**src/rtl/adder_share_ctrl.sv**
```systemverilog
// Round-robin sequencer for a shared A/B/C adder serving two requesters.
// Walks IDLE -> LDA -> LDB -> LDC -> DONE and reports the winner and the registered sum.
module adder_share_ctrl #(
  parameter int W = 8
) (
  input  logic         clk_i,
  input  logic         rst_ni,
  input  logic [1:0]   req_i,
  input  logic [W-1:0] a0_i,
  input  logic [W-1:0] b0_i,
  input  logic [W-1:0] a1_i,
  input  logic [W-1:0] b1_i,
  output logic [1:0]   gnt_o,
  output logic         busy_o,
  output logic         lda_o,
  output logic         ldb_o,
  output logic         ldc_o,
  output logic         done_o,
  output logic         done_id_o,
  output logic [W:0]   sum_o
);

  typedef enum logic [2:0] {
    S_IDLE = 3'd0,
    S_LDA  = 3'd1,
    S_LDB  = 3'd2,
    S_LDC  = 3'd3,
    S_DONE = 3'd4
  } state_t;

  state_t       state_q, state_d;
  logic         sel_q, last_q, win_s;
  logic [W-1:0] a_q, b_q;
  logic [W:0]   c_q;
  logic [1:0]   gnt_q;
  logic         busy_q, lda_q, ldb_q, ldc_q, done_q, done_id_q;

  function automatic logic [1:0] onehot(input logic s);
    return {s, ~s};
  endfunction

  // On a tie the requester that was not served last time wins.
  always_comb begin
    win_s = 1'b0;
    case (req_i)
      2'b01:   win_s = 1'b0;
      2'b10:   win_s = 1'b1;
      2'b11:   win_s = ~last_q;
      default: win_s = 1'b0;
    endcase
  end

  // Next-state selection; only IDLE waits, every other state advances unconditionally.
  always_comb begin
    state_d = state_q;
    case (state_q)
      S_IDLE: begin
        if (req_i != 2'b00) state_d = S_LDA;
        else                state_d = S_IDLE;
      end
      S_LDA:   state_d = S_LDB;
      S_LDB:   state_d = S_LDC;
      S_LDC:   state_d = S_DONE;
      S_DONE:  state_d = S_IDLE;
      default: state_d = S_IDLE;
    endcase
  end

  // State, datapath registers and outputs registered from the next state.
  always_ff @(posedge clk_i or negedge rst_ni) begin
    if (!rst_ni) begin
      state_q   <= S_IDLE;
      sel_q     <= 1'b0;
      last_q    <= 1'b1;
      a_q       <= '0;
      b_q       <= '0;
      c_q       <= '0;
      gnt_q     <= 2'b00;
      busy_q    <= 1'b0;
      lda_q     <= 1'b0;
      ldb_q     <= 1'b0;
      ldc_q     <= 1'b0;
      done_q    <= 1'b0;
      done_id_q <= 1'b0;
    end else begin
      state_q <= state_d;
      case (state_q)
        S_IDLE: begin
          if (req_i != 2'b00) begin
            sel_q     <= win_s;
            done_id_q <= win_s;
            last_q    <= win_s;
          end
        end
        S_LDA:   a_q <= sel_q ? a1_i : a0_i;
        S_LDB:   b_q <= sel_q ? b1_i : b0_i;
        S_LDC:   c_q <= {1'b0, a_q} + {1'b0, b_q};
        S_DONE:  c_q <= c_q;
        default: c_q <= c_q;
      endcase
      // Grant is taken from the live winner on entry to LDA, then from the latched select.
      if (state_d == S_IDLE)      gnt_q <= 2'b00;
      else if (state_q == S_IDLE) gnt_q <= onehot(win_s);
      else                        gnt_q <= onehot(sel_q);
      busy_q <= (state_d != S_IDLE);
      lda_q  <= (state_d == S_LDA);
      ldb_q  <= (state_d == S_LDB);
      ldc_q  <= (state_d == S_LDC);
      done_q <= (state_d == S_DONE);
    end
  end

  assign gnt_o     = gnt_q;
  assign busy_o    = busy_q;
  assign lda_o     = lda_q;
  assign ldb_o     = ldb_q;
  assign ldc_o     = ldc_q;
  assign done_o    = done_q;
  assign done_id_o = done_id_q;
  assign sum_o     = c_q;

endmodule

```
**config.mk**
```make
export PLATFORM = sky130hd
export DESIGN_NAME = adder_share_ctrl
export DESIGN_NICKNAME = d
export VERILOG_FILES = /design/src/rtl/adder_share_ctrl.sv
export SDC_FILE = /design/constraint.sdc
export NUM_CORES = 1
export LEC_CHECK = 0
export BUFFER_PORTS_ARGS = -buffer_cell sky130_fd_sc_hd__buf_2
export CORE_MARGIN = 1
export CORE_UTILIZATION = 51
export CTS_CLUSTER_DIAMETER = 40
export DETAILED_ROUTE_END_ITERATION = 8
export PLACE_DENSITY = 0.79
export SYNTH_ARGS = -nofsm -noshare
export SYNTH_HDL_FRONTEND = slang
export SYNTH_SLANG_ARGS = --single-unit
```
**constraint.sdc**
```tcl
create_clock -name clk_i -period 2.45 [get_ports clk_i]
set_input_delay 0.49 -clock clk_i [delete_from_list [all_inputs] [get_ports clk_i]]
set_output_delay 0.49 -clock clk_i [all_outputs]
set_load 0.05 [all_outputs]
```
## Word-level counts from Yosys, hierarchy flattened

Cells that the tools add are included.

| storage, ports and cells | value |
|---|---|
| input port bits | 36 |
| memories | 0 |
| latch bits | 0 |
| bits in read-only memories | 0 |
| bits in writable memories | 0 |
| register bits | 37 |

| cells by class | value |
|---|---|
| add/sub/neg operators | 1 |
| multiplexer cells | 7 |
| reduce and logical (&&, ||, !) cells | 5 |
| eq/ne operators | 9 |
| bitwise logic cells | 3 |
| div/mod/pow operators | 0 |
| multiply operators | 0 |
| shifts and indexed selects | 0 |
| order comparisons | 0 |

Operators with widths:

| cell | count |
|---|---|
| two-way mux 8 bit | 2 |
| equality test 3 x 2 -> 1 bit (second input constant) | 4 |
| one-hot mux 3 bit (4 select lines) | 1 |
| adder 8 x 8 -> 9 bit | 1 |
| equality test 3 x 1 -> 1 bit (second input constant) | 2 |
| logical NOT 3 bit | 2 |
| equality test 2 bit (second input constant) | 2 |
| two-way mux 2 bit | 2 |
| equality test 3 bit (second input constant) | 1 |
| inverter 1 bit | 3 |
| nonzero test 3 bit | 1 |
| one-hot mux 1 bit (2 select lines) | 1 |
| AND reduction 2 bit | 1 |
| nonzero test 2 bit | 1 |
| two-way mux 1 bit | 1 |

## Depth between registers and ports, before layout

| logic depth | value |
|---|---|
| word-level depth | 5 |
| mapped depth | 6 |
| gate-level depth less buffers | 6 |

## Least setup slack after synthesis

Ideal clock, no wire load.

| timing | value |
|---|---|
| path kind | register to register |
| from | register a_q[0] |
| to | register c_q[8], in the netlist sum_o[8] |
| required time | 2.320 ns |
| cell stages (with the launch flop) | 7 |
| data arrival time | 1.616 ns |
| path slack | 0.705 ns |
| buffers on the path | 0 |
| period minus slack after synthesis | 1.745 ns |
| path through | dfrtp_1 -> ha_1 -> fa_1 -> a21oi_1 -> o21ai_0 -> o31ai_1 -> a21oi_1 |

| between the ends | value |
|---|---|
| cells in the longest elaborated chain, start to end | 1 |

Ends and longest elaborated chain:

| what | line | RTL |
|---|---|---|
| start: declaration | 33 | `logic [W-1:0] a_q, b_q;` |
| start signal: assignment | 95 | `S_LDA: a_q <= sel_q ? a1_i : a0_i;` |
| adder 8 x 8 -> 9 bit | 97 | `S_LDC: c_q <= {1'b0, a_q} + {1'b0, b_q};` |
| end signal: assignment | 97 |  |
| end signal: assignment | 98 | `S_DONE: c_q <= c_q;` |
| end signal: assignment | 99 | `default: c_q <= c_q;` |
| end: declaration | 34 | `logic [W:0] c_q;` |

Every way passes these cells.
A chain may end at the register's enable or synchronous reset.

## Worst setup path after layout

Same ends and word-level chain as after synthesis.

==> flow_metrics.env <==
export IMPL_gr_total_overflow=0
export IMPL_synth_largest_area_cell="dfrtp_1"
export IMPL_cts_path_max_buffers=2
export IMPL_final_instance_count_excl_fill=279
export IMPL_path_class="flip-flop to flip-flop"
export IMPL_synth_edf_count=0
export IMPL_fp_dieH_um=62.6
export IMPL_antenna_found_initial=0
export IMPL_async_flop_share=1.00
export IMPL_p_per_area_mw_per_mm2=1660
export IMPL_clock_latency_ns=0.34
export IMPL_clk_root_buffer_cell="clkbuf_4"
export IMPL_first_iter_violations=45
export IMPL_wire_per_inst_um=12.4
export IMPL_first_pass_iters=4
export IMPL_syn2layout_area_growth_pct=20.4
export IMPL_post_dp_cell_area_mm2=0.00215
export IMPL_netlist_area_mm2=0.00187
export IMPL_fin_ws_ns=0.540
export IMPL_clkSinkCount=37
export IMPL_avgSynthCellArea_um2=10.5
export IMPL_maxCapViolCount=0
export IMPL_yosys_register_bits=37
export IMPL_status="completed"
export IMPL_yosys_warnings=0
export IMPL_fin_area_mm2=0.00226
export IMPL_cts_resized=0
export IMPL_setup_worst_path_start_class="flip-flop"
export IMPL_dieArea_mm2=0.00392
export IMPL_core_area_mm2=0.00342
export IMPL_drive_gt1_frac=0.296
export IMPL_hpwl_um=2510
export IMPL_finClkSkew_ns=0.00937
export IMPL_p_leak_uw=0.00110
export IMPL_maxSlewHeadroom=0.480
export IMPL_dp_cells=271
export IMPL_cts_hold_buf=0
export IMPL_synth_most_common_cell="dfrtp_1"
export IMPL_grt_pass1_wl_um=6070
export IMPL_cts_htree_levels=2
export IMPL_synth_nets=224
export IMPL_synthCells=179
export IMPL_synth_top_area_frac=0.481
export IMPL_grt_pass1_vias=1354
export IMPL_num_vias=1456
export IMPL_reg2reg_setup_slack_ns=0.54
export IMPL_via_per_inst=5.22
export IMPL_place_ws_ns=0.566
export IMPL_cts_clk_slew_worst_paths_ns=0.11
export IMPL_finalHoldViolations=0
export IMPL_final_nets=277
export IMPL_synth_cell_type_count=38
export IMPL_antenna_cells=0
export IMPL_cp_data_arrival_time_ns=2.13
export IMPL_tns_ns=0
export IMPL_boundaryPins=53
export IMPL_die_x_um=62.6
export IMPL_post_route_min_period_ns=1.91
export IMPL_hold_path_class="primary input to async pin"
export IMPL_crit_fanout=3
export IMPL_worst_pin_slew_ns=0.780
export IMPL_start_util=0.548
export IMPL_setup_violations=0
export IMPL_cts_tree="done"
export IMPL_routed_wl_um=3460
export IMPL_rsz0062_at_grt="false"
export IMPL_ys_top_cells_by_count="dfrtp_1, nor2_1, a21oi_1, mux2i_1, nand2_1"
export IMPL_ys_flop_type="dfrtp_1"
export IMPL_grt_max_degree=38
export IMPL_postRouteAntennaNets=0
export IMPL_cts_setup_buffers=0
export IMPL_rows=21
export IMPL_fin_crit_sh=0.780
export IMPL_yosysSeqAreaShare=0.495
export IMPL_drc_errors=0
export IMPL_cts_made_buffers=5
export IMPL_slew_violations=0
export IMPL_routabilityCongestion=0.777
export IMPL_crit_required_ns=2.67
export IMPL_fmax_mhz=524
export IMPL_portBuffers=52
export IMPL_cp_end_kind="flip-flop"
export IMPL_synthTopCellsByArea="dfrtp_1, mux2i_1, a21oi_1"
export IMPL_vdd_drop_max_v=0.000758
export IMPL_grt_total_usage=0.200
-- layer usage --
| metal | track usage | up-vias | wire [um] |
|---|---|---|---|
| li1 | - | 746 | - |
| met1 | 0.273 | 663 | 1670 |
| met2 | 0.307 | 43 | 1570 |
| met3 | 0.0584 | 4 | 182 |
| met4 | 0.0610 | 0 | 39 |
| met5 | 0 | - | 0 |
-- sequential cells by signal, indices dropped and copies added (netlist names) --
signal and cells:
a_q 8, b_q 8, busy_o 1, done_id_o 1, done_o 1, gnt_o 2
last_q 1, lda_o 1, ldb_o 1, ldc_o 1, state_q 3, sum_o 9
-- per-stage QoR --
stage | power [uW] | hold WS (ns) | utilization
after CTS | 3760 | 0.235 | 0.660
after floorplan | 2830 | 0.194 | -
after detailed placement | 3220 | 0.458 | 0.630
after global placement | 3180 | 0.457 | 0.630
final | 3750 | 0.218 | 0.660
after global routing | 4060 | 0.260 | 0.660
-- worst max-delay path, stage by stage (launching register included) --
cell     delay, ns
dfrtp_1       0.40
ha_1          0.25
fa_1          0.41
a21oi_1       0.20
o21ai_0       0.20
o31ai_1       0.24
a21oi_1       0.10
-- placed cells by master (no fill, tap or decap), drive strengths merged, types with 2 or more instances in the layout --
master,count
nor2,23
nor3,4
bufinv,2
nand2,16
dfrtp,36
mux2i,17
clkbuf,5
nor3b,2
a21oi,20
xnor2,2
and3,2
o21ai,9
nor4,2
buf,53
o31ai,2
ha,8
a31oi,2
a211oi,4
nand3b,2
or3,2
inv,4
o21a,2
-- power breakdown --
part / total, uW / switching (uW) / internal (uW)
registers: 1120 / 208 / 914
logic: 2110 / 1370 / 748
clock network: 510 / 194 / 316
-- kinds of logic (layout without fill, tap and decap cells) --
logic type / Yosys count / after routing / share of synthesized area
adders and majority gates: 9 / 9 / 0.0641
and+or+nand+nor: 59 / 59 / 0.167
DFF: 37 / 37 / 0.495
xor gates and xnor gates: 2 / 2 / 0.00935
muxes: 17 / 17 / 0.0908
buffers and inverters: 11 / 65 / 0.0334
AOI/OAI and AO/OA: 44 / 44 / 0.140
-- worst paths after layout --
check | to | cells after the start | startpoint
min in group clk_i | last_q | 2 | req_i[0]
max | sum_o[8] | 6 | a_q[0]
min | a_q[5] | 1 | rst_ni
max in group asynchronous | b_q[3] | 1 | rst_ni
max reg2reg | sum_o[8] | 6 | a_q[0]
min reg2reg | sum_o[0] | 2 | sum_o[0]
-- area by class of cell --
cell class	instances	area (um^2)
Fill cell	290	1160
Sequential cell	37	927
Multi-Input combinational cell	131	883
Timing Repair Buffer	53	268
Clock inverter	3	65.1
Tap cell	46	57.6
Clock buffer	5	37.5
Inverter	4	17.5
No activity file was read; power rests on OpenSTA's default activity.
